--- src/rtl/multi_cycle_pkg.sv ---
// Shared encodings for the multi-cycle MIPS-style controller: FSM states,
// ALU operation codes, datapath mux selects, opcode/funct values and instruction classes.
package multi_cycle_pkg;

  localparam logic [2:0] S_IF  = 3'd0;
  localparam logic [2:0] S_ID  = 3'd1;
  localparam logic [2:0] S_EX  = 3'd2;
  localparam logic [2:0] S_MEM = 3'd3;
  localparam logic [2:0] S_WB  = 3'd4;

  localparam logic [2:0] ALU_ADD   = 3'b000;
  localparam logic [2:0] ALU_SUB   = 3'b001;
  localparam logic [2:0] ALU_FUNCT = 3'b010;
  localparam logic [2:0] ALU_AND   = 3'b011;
  localparam logic [2:0] ALU_SLT   = 3'b100;
  localparam logic [2:0] ALU_LUI   = 3'b101;

  localparam logic [1:0] SRCA_PC    = 2'd0;
  localparam logic [1:0] SRCA_RS    = 2'd1;
  localparam logic [1:0] SRCA_SHAMT = 2'd2;

  localparam logic [1:0] SRCB_RT     = 2'd0;
  localparam logic [1:0] SRCB_FOUR   = 2'd1;
  localparam logic [1:0] SRCB_IMM    = 2'd2;
  localparam logic [1:0] SRCB_IMM_SH = 2'd3;

  localparam logic [1:0] PCSRC_ALU    = 2'd0;
  localparam logic [1:0] PCSRC_ALUOUT = 2'd1;
  localparam logic [1:0] PCSRC_JUMP   = 2'd2;
  localparam logic [1:0] PCSRC_RS     = 2'd3;

  localparam logic [1:0] REGDST_RT = 2'd0;
  localparam logic [1:0] REGDST_RD = 2'd1;
  localparam logic [1:0] REGDST_RA = 2'd2;

  localparam logic [1:0] M2R_ALUOUT = 2'd0;
  localparam logic [1:0] M2R_MDR    = 2'd1;
  localparam logic [1:0] M2R_PC     = 2'd2;

  localparam logic [5:0] OP_RTYPE = 6'h00;
  localparam logic [5:0] OP_J     = 6'h02;
  localparam logic [5:0] OP_JAL   = 6'h03;
  localparam logic [5:0] OP_BEQ   = 6'h04;
  localparam logic [5:0] OP_ADDI  = 6'h08;
  localparam logic [5:0] OP_ADDIU = 6'h09;
  localparam logic [5:0] OP_SLTI  = 6'h0a;
  localparam logic [5:0] OP_SLTIU = 6'h0b;
  localparam logic [5:0] OP_ANDI  = 6'h0c;
  localparam logic [5:0] OP_LUI   = 6'h0f;
  localparam logic [5:0] OP_LW    = 6'h23;
  localparam logic [5:0] OP_SW    = 6'h2b;

  localparam logic [5:0] FN_SLL  = 6'h00;
  localparam logic [5:0] FN_SRL  = 6'h02;
  localparam logic [5:0] FN_SRA  = 6'h03;
  localparam logic [5:0] FN_JR   = 6'h08;
  localparam logic [5:0] FN_JALR = 6'h09;
  localparam logic [5:0] FN_ADD  = 6'h20;
  localparam logic [5:0] FN_ADDU = 6'h21;
  localparam logic [5:0] FN_SUB  = 6'h22;
  localparam logic [5:0] FN_SUBU = 6'h23;
  localparam logic [5:0] FN_AND  = 6'h24;
  localparam logic [5:0] FN_OR   = 6'h25;
  localparam logic [5:0] FN_XOR  = 6'h26;
  localparam logic [5:0] FN_NOR  = 6'h27;
  localparam logic [5:0] FN_SLT  = 6'h2a;
  localparam logic [5:0] FN_SLTU = 6'h2b;

  typedef enum logic [3:0] {
    CLS_R, CLS_SHIFT, CLS_LW, CLS_SW, CLS_BEQ, CLS_J,
    CLS_JAL, CLS_JR, CLS_JALR, CLS_IALU, CLS_ILLEGAL
  } instr_class_e;

  typedef struct packed {
    logic       pc_write;
    logic       pc_write_cond;
    logic       ir_write;
    logic       reg_write;
    logic       mem_read;
    logic       mem_write;
    logic       illegal;
    logic       iord;
    logic [1:0] reg_dst;
    logic [1:0] mem_to_reg;
    logic [1:0] alu_src_a;
    logic [1:0] alu_src_b;
    logic [1:0] pc_source;
    logic [2:0] alu_op;
  } ctrl_t;

  function automatic logic [2:0] ialu_alu_op(input logic [5:0] opcode);
    case (opcode)
      OP_ANDI:           return ALU_AND;
      OP_SLTI, OP_SLTIU: return ALU_SLT;
      OP_LUI:            return ALU_LUI;
      default:           return ALU_ADD;
    endcase
  endfunction

endpackage

--- src/rtl/multi_cycle_ctrl_if.sv ---
// Controller <-> datapath bundle: instruction fields and memory handshake in,
// write strobes and mux selects out. master = controller, slave = datapath.
interface multi_cycle_ctrl_if;
  logic [5:0] OpCode;
  logic [5:0] Funct;
  logic       mem_ready;
  logic       PCWrite;
  logic       PCWriteCond;
  logic       IRWrite;
  logic       RegWrite;
  logic       MemRead;
  logic       MemWrite;
  logic       IorD;
  logic [1:0] RegDst;
  logic [1:0] MemtoReg;
  logic [1:0] ALUSrcA;
  logic [1:0] ALUSrcB;
  logic [1:0] PCSource;
  logic [2:0] ALUOp;
  logic [2:0] state;
  logic       illegal;

  modport master (
    input  OpCode, Funct, mem_ready,
    output PCWrite, PCWriteCond, IRWrite, RegWrite, MemRead, MemWrite, IorD,
           RegDst, MemtoReg, ALUSrcA, ALUSrcB, PCSource, ALUOp, state, illegal
  );

  modport slave (
    output OpCode, Funct, mem_ready,
    input  PCWrite, PCWriteCond, IRWrite, RegWrite, MemRead, MemWrite, IorD,
           RegDst, MemtoReg, ALUSrcA, ALUSrcB, PCSource, ALUOp, state, illegal
  );
endinterface

--- src/rtl/multi_cycle_ctrl_instr_class_dec.sv ---
// Maps OpCode/Funct onto the instruction class the controller sequences by;
// anything not listed is CLS_ILLEGAL.
module instr_class_dec
  import multi_cycle_pkg::*;
(
  input  logic [5:0]   OpCode,
  input  logic [5:0]   Funct,
  output instr_class_e cls
);

  always_comb begin
    cls = CLS_ILLEGAL;
    case (OpCode)
      OP_RTYPE: begin
        case (Funct)
          FN_SLL, FN_SRL, FN_SRA: cls = CLS_SHIFT;
          FN_JR:                  cls = CLS_JR;
          FN_JALR:                cls = CLS_JALR;
          FN_ADD, FN_ADDU, FN_SUB, FN_SUBU, FN_AND, FN_OR,
          FN_XOR, FN_NOR, FN_SLT, FN_SLTU: cls = CLS_R;
          default:                cls = CLS_ILLEGAL;
        endcase
      end
      OP_J:   cls = CLS_J;
      OP_JAL: cls = CLS_JAL;
      OP_BEQ: cls = CLS_BEQ;
      OP_LW:  cls = CLS_LW;
      OP_SW:  cls = CLS_SW;
      OP_ADDI, OP_ADDIU, OP_SLTI, OP_SLTIU, OP_ANDI, OP_LUI: cls = CLS_IALU;
      default: cls = CLS_ILLEGAL;
    endcase
  end

endmodule

--- src/rtl/multi_cycle_ctrl.sv ---
// Multi-cycle controller FSM (IF/ID/EX/MEM/WB), outputs decoded from state and class.
// Define MULTI_CYCLE_MEM_WAIT_EN to stall IF and MEM until mem_ready.
module multi_cycle_ctrl
  import multi_cycle_pkg::*;
(
  input  logic                clk,
  input  logic                reset,
  multi_cycle_ctrl_if.master  bus
);

  logic [2:0]   state_q;
  logic [2:0]   state_nxt;
  instr_class_e cls;
  ctrl_t        c;
  logic         mem_done;

  instr_class_dec u_dec (
    .OpCode (bus.OpCode),
    .Funct  (bus.Funct),
    .cls    (cls)
  );

`ifdef MULTI_CYCLE_MEM_WAIT_EN
  assign mem_done = bus.mem_ready;
`else
  assign mem_done = 1'b1;
`endif

  always_comb begin
    c         = '0;
    state_nxt = S_IF;
    case (state_q)
      S_IF: begin
        c.mem_read  = 1'b1;
        c.alu_src_b = SRCB_FOUR;
        // Architectural writes only land in the cycle the fetch completes.
        c.ir_write  = mem_done;
        c.pc_write  = mem_done;
        state_nxt   = mem_done ? S_ID : S_IF;
      end
      S_ID: begin
        c.alu_src_b = SRCB_IMM_SH;
        state_nxt   = S_EX;
        case (cls)
          CLS_J: begin
            c.pc_write = 1'b1; c.pc_source = PCSRC_JUMP; state_nxt = S_IF;
          end
          CLS_JAL: begin
            c.pc_write  = 1'b1; c.pc_source  = PCSRC_JUMP;
            c.reg_write = 1'b1; c.reg_dst    = REGDST_RA; c.mem_to_reg = M2R_PC;
            state_nxt   = S_IF;
          end
          CLS_JR: begin
            c.pc_write = 1'b1; c.pc_source = PCSRC_RS; state_nxt = S_IF;
          end
          CLS_JALR: begin
            c.pc_write  = 1'b1; c.pc_source  = PCSRC_RS;
            c.reg_write = 1'b1; c.reg_dst    = REGDST_RD; c.mem_to_reg = M2R_PC;
            state_nxt   = S_IF;
          end
          CLS_ILLEGAL: begin
            c.illegal = 1'b1; state_nxt = S_IF;
          end
          default: ;
        endcase
      end
      S_EX: begin
        state_nxt = S_WB;
        case (cls)
          CLS_R:     begin c.alu_src_a = SRCA_RS;    c.alu_op = ALU_FUNCT; end
          CLS_SHIFT: begin c.alu_src_a = SRCA_SHAMT; c.alu_op = ALU_FUNCT; end
          CLS_LW, CLS_SW: begin
            c.alu_src_a = SRCA_RS; c.alu_src_b = SRCB_IMM; state_nxt = S_MEM;
          end
          CLS_BEQ: begin
            c.alu_src_a     = SRCA_RS;  c.alu_op    = ALU_SUB;
            c.pc_write_cond = 1'b1;     c.pc_source = PCSRC_ALUOUT;
            state_nxt       = S_IF;
          end
          CLS_IALU: begin
            c.alu_src_a = SRCA_RS; c.alu_src_b = SRCB_IMM;
            c.alu_op    = ialu_alu_op(bus.OpCode);
          end
          default: state_nxt = S_IF;
        endcase
      end
      S_MEM: begin
        c.iord      = 1'b1;
        c.mem_read  = (cls == CLS_LW);
        c.mem_write = (cls == CLS_SW);
        if (!mem_done)          state_nxt = S_MEM;
        else if (cls == CLS_LW) state_nxt = S_WB;
        else                    state_nxt = S_IF;
      end
      S_WB: begin
        c.reg_write = 1'b1;
        case (cls)
          CLS_R, CLS_SHIFT: c.reg_dst    = REGDST_RD;
          CLS_LW:           c.mem_to_reg = M2R_MDR;
          default: ;
        endcase
      end
      default: state_nxt = S_IF;
    endcase
    // Reset silences every strobe at once, even mid-wait.
    if (reset) c = '0;
  end

  always_ff @(posedge clk) begin
    if (reset) state_q <= S_IF;
    else       state_q <= state_nxt;
  end

  assign bus.PCWrite     = c.pc_write;
  assign bus.PCWriteCond = c.pc_write_cond;
  assign bus.IRWrite     = c.ir_write;
  assign bus.RegWrite    = c.reg_write;
  assign bus.MemRead     = c.mem_read;
  assign bus.MemWrite    = c.mem_write;
  assign bus.IorD        = c.iord;
  assign bus.RegDst      = c.reg_dst;
  assign bus.MemtoReg    = c.mem_to_reg;
  assign bus.ALUSrcA     = c.alu_src_a;
  assign bus.ALUSrcB     = c.alu_src_b;
  assign bus.PCSource    = c.pc_source;
  assign bus.ALUOp       = c.alu_op;
  assign bus.illegal     = c.illegal;
  assign bus.state       = state_q;

endmodule
--- src/flat_wrapper.sv ---
// flat-port wrapper written by rule: the top's interface ports become plain ports
module multi_cycle_ctrl_flat import multi_cycle_pkg::*;
  (clk, reset, bus_OpCode, bus_Funct, bus_mem_ready, bus_PCWrite, bus_PCWriteCond, bus_IRWrite, bus_RegWrite, bus_MemRead, bus_MemWrite, bus_IorD, bus_RegDst, bus_MemtoReg, bus_ALUSrcA, bus_ALUSrcB, bus_PCSource, bus_ALUOp, bus_state, bus_illegal);
  multi_cycle_ctrl_if bus_i ();
  input  logic clk;
  input  logic reset;
  input wire logic [$bits(bus_i.OpCode)-1:0] bus_OpCode;
  input wire logic [$bits(bus_i.Funct)-1:0] bus_Funct;
  input wire logic [$bits(bus_i.mem_ready)-1:0] bus_mem_ready;
  output wire logic [$bits(bus_i.PCWrite)-1:0] bus_PCWrite;
  output wire logic [$bits(bus_i.PCWriteCond)-1:0] bus_PCWriteCond;
  output wire logic [$bits(bus_i.IRWrite)-1:0] bus_IRWrite;
  output wire logic [$bits(bus_i.RegWrite)-1:0] bus_RegWrite;
  output wire logic [$bits(bus_i.MemRead)-1:0] bus_MemRead;
  output wire logic [$bits(bus_i.MemWrite)-1:0] bus_MemWrite;
  output wire logic [$bits(bus_i.IorD)-1:0] bus_IorD;
  output wire logic [$bits(bus_i.RegDst)-1:0] bus_RegDst;
  output wire logic [$bits(bus_i.MemtoReg)-1:0] bus_MemtoReg;
  output wire logic [$bits(bus_i.ALUSrcA)-1:0] bus_ALUSrcA;
  output wire logic [$bits(bus_i.ALUSrcB)-1:0] bus_ALUSrcB;
  output wire logic [$bits(bus_i.PCSource)-1:0] bus_PCSource;
  output wire logic [$bits(bus_i.ALUOp)-1:0] bus_ALUOp;
  output wire logic [$bits(bus_i.state)-1:0] bus_state;
  output wire logic [$bits(bus_i.illegal)-1:0] bus_illegal;
  assign bus_i.OpCode = bus_OpCode;
  assign bus_i.Funct = bus_Funct;
  assign bus_i.mem_ready = bus_mem_ready;
  assign bus_PCWrite = bus_i.PCWrite;
  assign bus_PCWriteCond = bus_i.PCWriteCond;
  assign bus_IRWrite = bus_i.IRWrite;
  assign bus_RegWrite = bus_i.RegWrite;
  assign bus_MemRead = bus_i.MemRead;
  assign bus_MemWrite = bus_i.MemWrite;
  assign bus_IorD = bus_i.IorD;
  assign bus_RegDst = bus_i.RegDst;
  assign bus_MemtoReg = bus_i.MemtoReg;
  assign bus_ALUSrcA = bus_i.ALUSrcA;
  assign bus_ALUSrcB = bus_i.ALUSrcB;
  assign bus_PCSource = bus_i.PCSource;
  assign bus_ALUOp = bus_i.ALUOp;
  assign bus_state = bus_i.state;
  assign bus_illegal = bus_i.illegal;
  multi_cycle_ctrl u_core (.clk(clk), .reset(reset), .bus(bus_i));
endmodule
--- config.mk ---
export PLATFORM = sky130hd
export DESIGN_NAME = multi_cycle_ctrl_flat
export DESIGN_NICKNAME = d
export VERILOG_FILES = /design/src/rtl/multi_cycle_pkg.sv /design/src/rtl/multi_cycle_ctrl_if.sv /design/src/rtl/multi_cycle_ctrl_instr_class_dec.sv /design/src/rtl/multi_cycle_ctrl.sv /design/src/flat_wrapper.sv
export SDC_FILE = /design/constraint.sdc
export NUM_CORES = 1
export LEC_CHECK = 0
export ABC_AREA = 1
export BUFFER_PORTS_ARGS = -buffer_cell sky130_fd_sc_hd__buf_2
export CAP_MARGIN = 15
export CELL_PAD_IN_SITES_DETAIL_PLACEMENT = 2
export CELL_PAD_IN_SITES_GLOBAL_PLACEMENT = 2
export CORE_AREA = 2 2 64 66
export DETAILED_ROUTE_END_ITERATION = 8
export DIE_AREA = 0 0 66 68
export PLACE_DENSITY_LB_ADDON = 0.12
export SLEW_MARGIN = 15
export SYNTH_ARGS = -nofsm -noshare
export SYNTH_HDL_FRONTEND = slang
export SYNTH_SLANG_ARGS = --single-unit
--- constraint.sdc ---
create_clock -name clk -period 2.9 [get_ports clk]
set_clock_uncertainty 0.15 [all_clocks]
set_input_delay 0 -clock clk [delete_from_list [all_inputs] [get_ports clk]]
set_output_delay 0 -clock clk [all_outputs]
set_load 0.005 [all_outputs]
== Word level (Yosys, flattened, before mapping) ==
Memories as Yosys holds them, arrays and structs flattened.
Index checks and enable logic that the tools add are counted.

* Flip-flop bits (word level): 3
* Memory bits (read-only): 256
* Bits of input ports: 15
* Output and inout port bits: 24
* Word-level logic and storage cells: 74
* Memories kept: 1

{| class="wikitable"
|+ Memories
! name !! depth !! bits a word !! rd ports !! clocked after Yosys merged registers in !! wr ports !! RTL line !! source
|-
| (no name shown) || 64 || 4 || 1 || 0 || 0 || multi_cycle_ctrl_instr_class_dec.sv:15 || <nowiki>case (Funct)</nowiki>
|}

* Equal/unequal tests: 25
* Multiplexer cells: 32
* Reduce and logical (&&, ||, !) cells: 15

{| class="wikitable"
|+ Operators with widths
! cell !! count
|-
| 6-bit by 4-bit == test with 1-bit output, second input constant || 6
|-
| 4-bit one-hot mux with 7 select lines || 1
|-
| 21-bit two-way mux || 1
|-
| 3-bit one-hot mux with 3 select lines || 2
|-
| 4-bit by 3-bit == test with 1-bit output, second input constant || 4
|-
| 4-bit one-hot mux with 2 select lines || 2
|-
| 4-bit == test, second input constant || 3
|-
| 6-bit by 2-bit == test with 1-bit output, second input constant || 2
|-
| 6-bit == test, second input constant || 2
|-
| 1-bit two-way mux || 12
|-
| 2-bit one-hot mux with 2 select lines || 3
|-
| 3-bit one-hot mux with 4 select lines || 1
|-
| 2-bit OR reduction || 6
|-
| 5-bit OR reduction || 2
|-
| 4-bit by 2-bit == test with 1-bit output, second input constant || 2
|-
| 3-bit by 2-bit == test with 1-bit output, second input constant || 2
|-
| 6-bit by 3-bit == test with 1-bit output, second input constant || 1
|-
| 6-bit logical NOT || 1
|-
| 2-bit two-way mux || 3
|-
| 3-bit two-way mux || 2
|-
| 1-bit one-hot mux with 2 select lines || 3
|-
| 2-bit one-hot mux with 3 select lines || 1
|-
| 3-bit one-hot mux with 2 select lines || 1
|-
| 3-bit OR reduction || 2
|-
| other kinds (7) || 7
|}

== Logic depth before layout (Yosys ltp) ==
Gate-level depths: netlist of run 1.

* Depth in word-level cells: 8
* Mapped depth: 13
* Gate-level depth less buffers: 13

== Modules after synthesis ==
Synthesis of run 1 repeated with hierarchy kept, for this count alone.

* Cell total of the unflattened synthesis: 156
* Area total of the unflattened synthesis: 768.2 µm²

{| class="wikitable"
|+ By module, submodules not included
! module !! instances !! cells an instance !! area an instance (µm²) !! sequential area each (µm²)
|-
| multi_cycle_ctrl || 1 || 100 || 491.7 || 60.1
|-
| instr_class_dec || 1 || 56 || 276.5 || 0.0
|}

== Worst setup path after synthesis of run 1 ==
No wires, ideal clock.

* Path type: reg2out
* Start point: register u_core.state_q[1], in the netlist u_core.bus.state[1]
* End point: output port bus_ALUOp[0]
* Arrival time: 1395 ps
* Required time: 2750 ps
* Path slack: 1355 ps
* Cell stages (with the launch flop): 7
* Path buffers: 0
* Cells stage by stage: dfxtp_1 > inv_1 > nor3_1 > inv_1 > nor2_1 > nand2_1 > o22ai_1

* Cells in the longest elaborated chain, start to end: 3

{| class="wikitable"
|+ Ends and longest elaborated chain
! what !! RTL line !! source
|-
| from (decl) || multi_cycle_ctrl.sv:11 || <nowiki>logic [2:0] state_q;</nowiki>
|-
| from (signal assigned) || multi_cycle_ctrl.sv:111 || <nowiki>else state_q <= state_nxt;</nowiki>
|-
| 3-bit by 2-bit == test with 1-bit output || multi_cycle_ctrl.sv:32 || <nowiki>case (state_q)</nowiki>
|-
| 3-bit two-way mux || multi_cycle_ctrl.sv:32 ||
|-
| 21-bit two-way mux || multi_cycle_ctrl.sv:106 || <nowiki>if (reset) c = '0;</nowiki>
|-
| to (decl) || flat_wrapper.sv:22 || <nowiki>output wire logic [$bits(bus_i.ALUOp)-1:0] bus_ALUOp;</nowiki>
|}

No other way between the ends.

== Final worst setup path of run 1 ==
Same ends and word-level chain as after synthesis.

==> results.sh, run 1 <==
export IMPL_die_area_um2=4490
export IMPL_die_x_um=66
export IMPL_cp_max_fo=5
export IMPL_final_max_slew_viol_count=0
export IMPL_cts_resized=0
export IMPL_clock_latency_ps=220
export IMPL_crit_arrival_ps=1940
export IMPL_synthToLayoutAreaGrowth_pct=34.0
export IMPL_hold_class="primary input to flip-flop"
export IMPL_synthAdderAreaFrac_pct=0
export IMPL_reg2reg_to="u_core.bus.state[1]$_SDFF_PP0_"
export IMPL_yosys_top_cells_area="nand2_1, inv_1, nand3_1"
export IMPL_p_leak_nw=0.616
export IMPL_cts_root_buffer="clkbuf_8"
export IMPL_setup_viol=0
export IMPL_period_minus_slack_ps=2090
export IMPL_layout_common_cells="nand2_1, buf_2, inv_1"
export IMPL_synth_area_um2=817
export IMPL_p_per_area_nw_per_um2=249
export IMPL_row_count=23
export IMPL_final_area_um2=1090
export IMPL_power_frac_comb_pct=38.2
export IMPL_startpoint_type="flip-flop"
export IMPL_ff2ff_setup_slack_ps=1180
export IMPL_rsz0062_at_grt="false"
export IMPL_start_util_pct=21.2
export IMPL_cts_max_level=1
export IMPL_crit_end="bus_ALUOp[0]"
export IMPL_ioPinCount=39
export IMPL_grt_overflow=0
export IMPL_drt_total_wl_um=3120
export IMPL_wire_per_inst_um=12.8
export IMPL_diodes=0
export IMPL_slew_headroom_pct=59.3
export IMPL_clk_pin_slew_ps=30
export IMPL_muxShareOfSynthArea_pct=0
export IMPL_status="finished, final reports clean"
export IMPL_coreArea_um2=3860
export IMPL_clockPowerShare_pct=44.6
export IMPL_place_congestion=0.761
export IMPL_crit_type="flip-flop to output pin"
export IMPL_finalHoldViolations=0
export IMPL_vias_per_cell=4.59
export IMPL_yosysUniqueCellTypes=24
export IMPL_p_sw_uw=101
export IMPL_synthSimpleGateAreaFrac_pct=68.3
export IMPL_cp_required_ps=2750
export IMPL_cp_startpoint="u_core.bus.state[1]$_SDFF_PP0_"
export IMPL_seq_area_frac_synth_pct=7.35
export IMPL_cts_setup_buffers=0
export IMPL_antenna_found_initial=0
export IMPL_switching_share_pct=37.1
export IMPL_ant_nets=0
export IMPL_ys_ff_latch=3
export IMPL_drtIter0Drc=29
export IMPL_timing_final_crit_share_pct=72.0
export IMPL_synth_nets=170
export IMPL_drive_gt1_share_pct=32.0
export IMPL_clock_fmax_mhz=479
export IMPL_yosysTopAreaCellShare_pct=17.0
export IMPL_cts_sinks=3
export IMPL_grt_max_degree=12
export IMPL_cts_buffer_depth=2
export IMPL_rr_worst_depth=6
export IMPL_port_buffers=37
export IMPL_synth_top_area_cell="nand2_1"
export IMPL_ys_warnings_count=0
export IMPL_finalNetCount=210
export IMPL_vias=1119
export IMPL_p_int_uw=172
export IMPL_largest_reg_flops=3
export IMPL_endpoint_kind="output pin"
export IMPL_maxCapViolCount=0
export IMPL_dp_hpwl_um=2720
export IMPL_cts_buffers=3
export IMPL_syn_avg_cell_area_um2=5.27
export IMPL_worstMarginPinSlew_ps=606
export IMPL_grt_total_usage_pct=15.1
export IMPL_drtPass1Iterations=3
export IMPL_seq_power_share_pct=17.2
export IMPL_r2r_start="u_core.bus.state[1]$_SDFF_PP0_"
export IMPL_ir_worst_vdd_v=0.000245
export IMPL_synth_compound_gate_area_share_pct=8.58
export IMPL_cts_tree="done"
export IMPL_synth_top_family_by_area="simple AND/OR/NAND/NOR gates"
export IMPL_cts_hold_buf=0
export IMPL_place_area_um2=1050
export IMPL_synthXorXnorAreaFrac_pct=0
export IMPL_grt_pass1_wl_um=5350
export IMPL_drc=0
export IMPL_setup_tns_ps=0
export IMPL_first_global_vias=1173
export IMPL_die_y_um=68
export IMPL_syn_instance_count=155
[per-layer routing]
| metal | global-route usage, % | routed length [um] |
|---|---|---|
| met4 | 3.06 | 8 |
| met1 | 19.4 | 1480 |
| met3 | 0.658 | 108 |
| met2 | 28.3 | 1520 |
| met5 | 0 | 0 |
[area by class of cell]
cell class / instances / area [um^2]
fillers: 532 / 2760
multi-input cells: 120 / 628
repair buffers: 37 / 185
inverters: 30 / 114
well taps: 50 / 62.6
flip-flops and latches: 3 / 60.1
clock buffers: 4 / 45.0
[kinds of logic after synthesis]
group | count (synthesis)
DFF | 3
buffers and inverters | 32
AOI/OAI and AO/OA | 10
and+or+nand+nor | 110
[synth_stat cells]
cell,instances
o21ai_0,3
nand3_1,19
o21ai_2,1
o22ai_1,1
nand2_1,37
nand4_4,1
nand3_2,3
clkbuf_1,1
a21oi_2,1
nor3_1,3
nor2_2,4
clkinv_2,1
nand2_2,4
dfxtp_1,3
or3_1,1
inv_2,1
buf_6,1
nor4_2,1
inv_1,28
nor2_1,25
nor2_4,4
nand4_1,8
o21ai_4,1
a21oi_1,3
[power groups by stage]
stage          combinational [mW]  sequential [mW]  clock [mW]
2_1_floorplan              0.0663           0.0470           0
3_3_place_gp                0.102           0.0473           0
3_5_place_dp                0.106           0.0477           0
4_1_cts                     0.106           0.0472       0.124
5_1_grt                     0.120           0.0477       0.131
6_report                    0.104           0.0470       0.122
[stage by stage]
| step | power, mW | util, % | setup WS (ps) | instances | hold WS [ps] |
|---|---|---|---|---|---|
| after floorplan | 0.113 | - | 1360 | 155 | -26.0 |
| after global placement | 0.149 | 27.2 | 1060 | 240 | 244 |
| after detailed placement | 0.154 | 27.2 | 991 | 240 | 254 |
| after CTS | 0.278 | 28.4 | 750 | 244 | 131 |
| after global routing | 0.298 | 28.4 | 556 | 244 | 158 |
| final | 0.273 | 28.4 | 811 | 244 | 115 |
[critical path, cell delays in order, from the launching register on]
cell and delay (ps):
dfxtp_1 390, inv_1 80, nor3_1 480, inv_1 180, nor2_1 210, nand2_1 110, o22ai_1 140, buf_2 130
[worst min path at each step]
stage	from	depth (start not counted)	end	slack, ps
after global placement	reset	3	bus_PCWriteCond	240
after detailed placement	reset	3	bus_PCWriteCond	250
final	reset	4	u_core.bus.state[2]$_SDFF_PP0_	120
after CTS	reset	4	u_core.bus.state[2]$_SDFF_PP0_	130
after floorplan	bus_OpCode[1]	2	bus_ALUOp[2]	-30
after global routing	reset	4	u_core.bus.state[2]$_SDFF_PP0_	160
Power figures use the tool's default switching activity.
==> run 2: changes to the inputs <==
ABC_AREA = 0   (was 1)
CORE_AREA = 2 2 62 64   (was 2 2 64 66)
DIE_AREA = 0 0 64 66   (was 0 0 66 68)
clock period = 1.95 ns   (was 2.9 ns; I/O delays follow)
==> run 2 against run 1 <==
Count of clock-buffer cells in the layout is the same. Final cell count down 11%. Flip-flop and latch count is the same. Synthesized cell count down 23%. Via count decreased by 1.6%. Register-to-register slack got worse by 720 ps. Non-clock buffer count increased by 16. Largest power group is now combinational cells.
==> results.sh, run 2 <==
export IMPL_ys_ff_latch=3
export IMPL_cts_buffers=3
export IMPL_cts_setup_buffers=0
export IMPL_diodes=0
export IMPL_synth_top_area_cell="dfxtp_1"
export IMPL_cts_sinks=3
export IMPL_crit_arrival_ps=1660
export IMPL_seq_area_um2=61.3
export IMPL_final_max_slew_viol_count=0
export IMPL_first_global_vias=1195
export IMPL_place_congestion=0.765
export IMPL_grt_busiest_layer="met2"
export IMPL_multi_input_area_um2=651
export IMPL_yosysUniqueCellTypes=44
export IMPL_fin_cells=217
export IMPL_synth_edff_count=0
export IMPL_ys_warnings_count=0
export IMPL_drtPass1Iterations=4
export IMPL_maxCapViolCount=0
export IMPL_grt_total_usage_pct=16.8
export IMPL_coreArea_um2=3550
export IMPL_largest_reg_flops=3
export IMPL_vias_per_cell=5.07
export IMPL_seq_power_share_pct=19.0
export IMPL_synth_nets=135
export IMPL_setup_viol=0
export IMPL_ant_nets=0
export IMPL_synthFlopType="dfxtp_1"
export IMPL_async_reset_ff_share_pct=0
export IMPL_timing_final_crit_share_pct=92.9
export IMPL_p_per_area_nw_per_um2=330
export IMPL_die_area_um2=4220
export IMPL_hold_class="primary input to flip-flop"
export IMPL_grt_met3_usage_pct=2.21
export IMPL_startpoint_type="primary input"
export IMPL_grt_use_met2_pct=31.1
export IMPL_synthToLayoutAreaGrowth_pct=47.5
export IMPL_yosys_top_cells_area="dfxtp_1, nor2_1, nor3_1"
export IMPL_cts_max_level=1
export IMPL_power_frac_comb_pct=50.5
export IMPL_rsz0062_at_grt="false"
export IMPL_die_x_um=64
export IMPL_yosysTopAreaCellShare_pct=7.89
export IMPL_cts_tree="done"
export IMPL_cp_max_fo=4
export IMPL_status="finished, final reports clean"
export IMPL_synth_area_um2=761
export IMPL_cts_buffer_depth=2
export IMPL_cpMaxStageDelayCell="or3_4"
export IMPL_crit_chain="buf_2 > or3_4 > nor4_4 > a31oi_2 > or3_1 > o21a_1 > o21ai_2 > buf_2"
export IMPL_period_minus_slack_ps=1810
export IMPL_syn_avg_cell_area_um2=6.34
export IMPL_cts_root_buffer="clkbuf_4"
export IMPL_synth_common_cells="nor2_1, nand2_1, nor3_1, a21oi_1"
export IMPL_ioPinCount=39
export IMPL_clock_fmax_mhz=552
export IMPL_wire_per_inst_um=15.3
export IMPL_grt_overflow=0
export IMPL_fillCellCount=446
export IMPL_p_leak_nw=0.514
export IMPL_layout_common_cells="buf_2, buf_4, nor2_1"
export IMPL_grt_max_degree=18
export IMPL_grt_pass1_wl_um=5710
export IMPL_grt_util_met1_pct=20.9
export IMPL_p_sw_uw=147
export IMPL_synth_most_common_cell="nor2_1"
export IMPL_vias=1101
export IMPL_ir_worst_vdd_v=0.000101
export IMPL_slowest_delay_ps=420
export IMPL_finalNetCount=185
export IMPL_die_y_um=66
export IMPL_setup_tns_ps=0
export IMPL_endpoint_kind="output pin"
export IMPL_switching_share_pct=39.7
export IMPL_finalHoldViolations=0
export IMPL_clockPowerShare_pct=30.5
export IMPL_clk_pin_slew_ps=40
export IMPL_cts_hold_buf=0
export IMPL_drive_gt1_share_pct=39.6
export IMPL_row_count=22
export IMPL_start_util_pct=21.4
export IMPL_antenna_found_initial=0
export IMPL_syn_instance_count=120
export IMPL_p_int_uw=223
export IMPL_cp_required_ps=1800
export IMPL_drc=0
export IMPL_port_buffers=37
export IMPL_final_common_cell="buf_2"
export IMPL_cpMostUsedCell="buf_2"
export IMPL_slew_headroom_pct=65.3
export IMPL_dp_hpwl_um=2800
export IMPL_worstMarginPinSlew_ps=516
export IMPL_seq_area_frac_synth_pct=7.89
export IMPL_clock_latency_ps=240
export IMPL_drt_total_wl_um=3310
export IMPL_power_uw=370
export IMPL_drtIter0Drc=20
export IMPL_crit_type="primary input to output pin"
export IMPL_dp_cells=213
-- run 2: worst max-delay path: cells and delay by family --
| kind | cells | cell delay, ps |
|---|---|---|
| buffers and inverters | 2 | 240 |
| AND/OR/NAND/NOR | 3 | 990 |
| AO/OA/AOI/OAI | 3 | 420 |
-- run 2: through the flow --
step / setup slack [ps] / area [um^2] / util [%] / hold WS [ps]
2_1_floorplan: 240 / 761 / - / -114
3_3_place_gp: 112 / 1080 / 30.4 / 119
3_5_place_dp: 60.4 / 1080 / 30.4 / 126
4_1_cts: 45.0 / 1100 / 31.1 / 51.5
5_1_grt: 11.7 / 1120 / 31.6 / 77.7
6_report: 139 / 1120 / 31.6 / 62.2
-- run 2: power by group through the flow --
stage / registers, mW / logic (mW) / clock network, mW
after floorplan: 0.0684 / 0.104 / 0
after global placement: 0.0708 / 0.178 / 0
after detailed placement: 0.0710 / 0.185 / 0
after CTS: 0.0701 / 0.187 / 0.118
after global routing: 0.0712 / 0.207 / 0.129
final: 0.0704 / 0.187 / 0.113
-- run 2: layout make-up --
class                   instances  area share (%)
well taps                      48            5.35
repair buffers                 53            27.2
multi-input cells             104            58.0
flip-flops and latches          3            5.46
inverters                       5            1.67
clock buffers                   4            2.34
-- run 2: worst paths after layout --
kind	slack, ps	to	depth (start not counted)	from
max	140	bus_RegWrite	8	bus_OpCode[3]
min	60	u_core.bus.state[0]$_SDFF_PP0_	3	reset
max reg2reg	460	u_core.bus.state[0]$_SDFF_PP0_	5	u_core.bus.state[1]$_SDFF_PP0_
min reg2reg	380	u_core.bus.state[2]$_SDFF_PP0_	2	u_core.bus.state[1]$_SDFF_PP0_
-- run 2: metal layers --
| layer | wire length (um) | vias to the layer above |
|---|---|---|
| li1 | - | 543 |
| met1 | 1500 | 538 |
| met2 | 1720 | 20 |
| met3 | 91 | 0 |
| met4 | 0 | 0 |
| met5 | 0 | - |
-- run 2: kinds of logic after synthesis --
logic type | share of synthesized area, %
AND/OR/NAND/NOR | 50.0
AO/OA/AOI/OAI | 31.1
buffers and inverters | 8.72
XOR/XNOR | 2.30
flip-flops | 7.90
-- run 2: timing repair --
action	CTS	global route
endpoints found under the hold margin	0	0
gates resized for setup	0	4
endpoints found under the setup margin	0	8
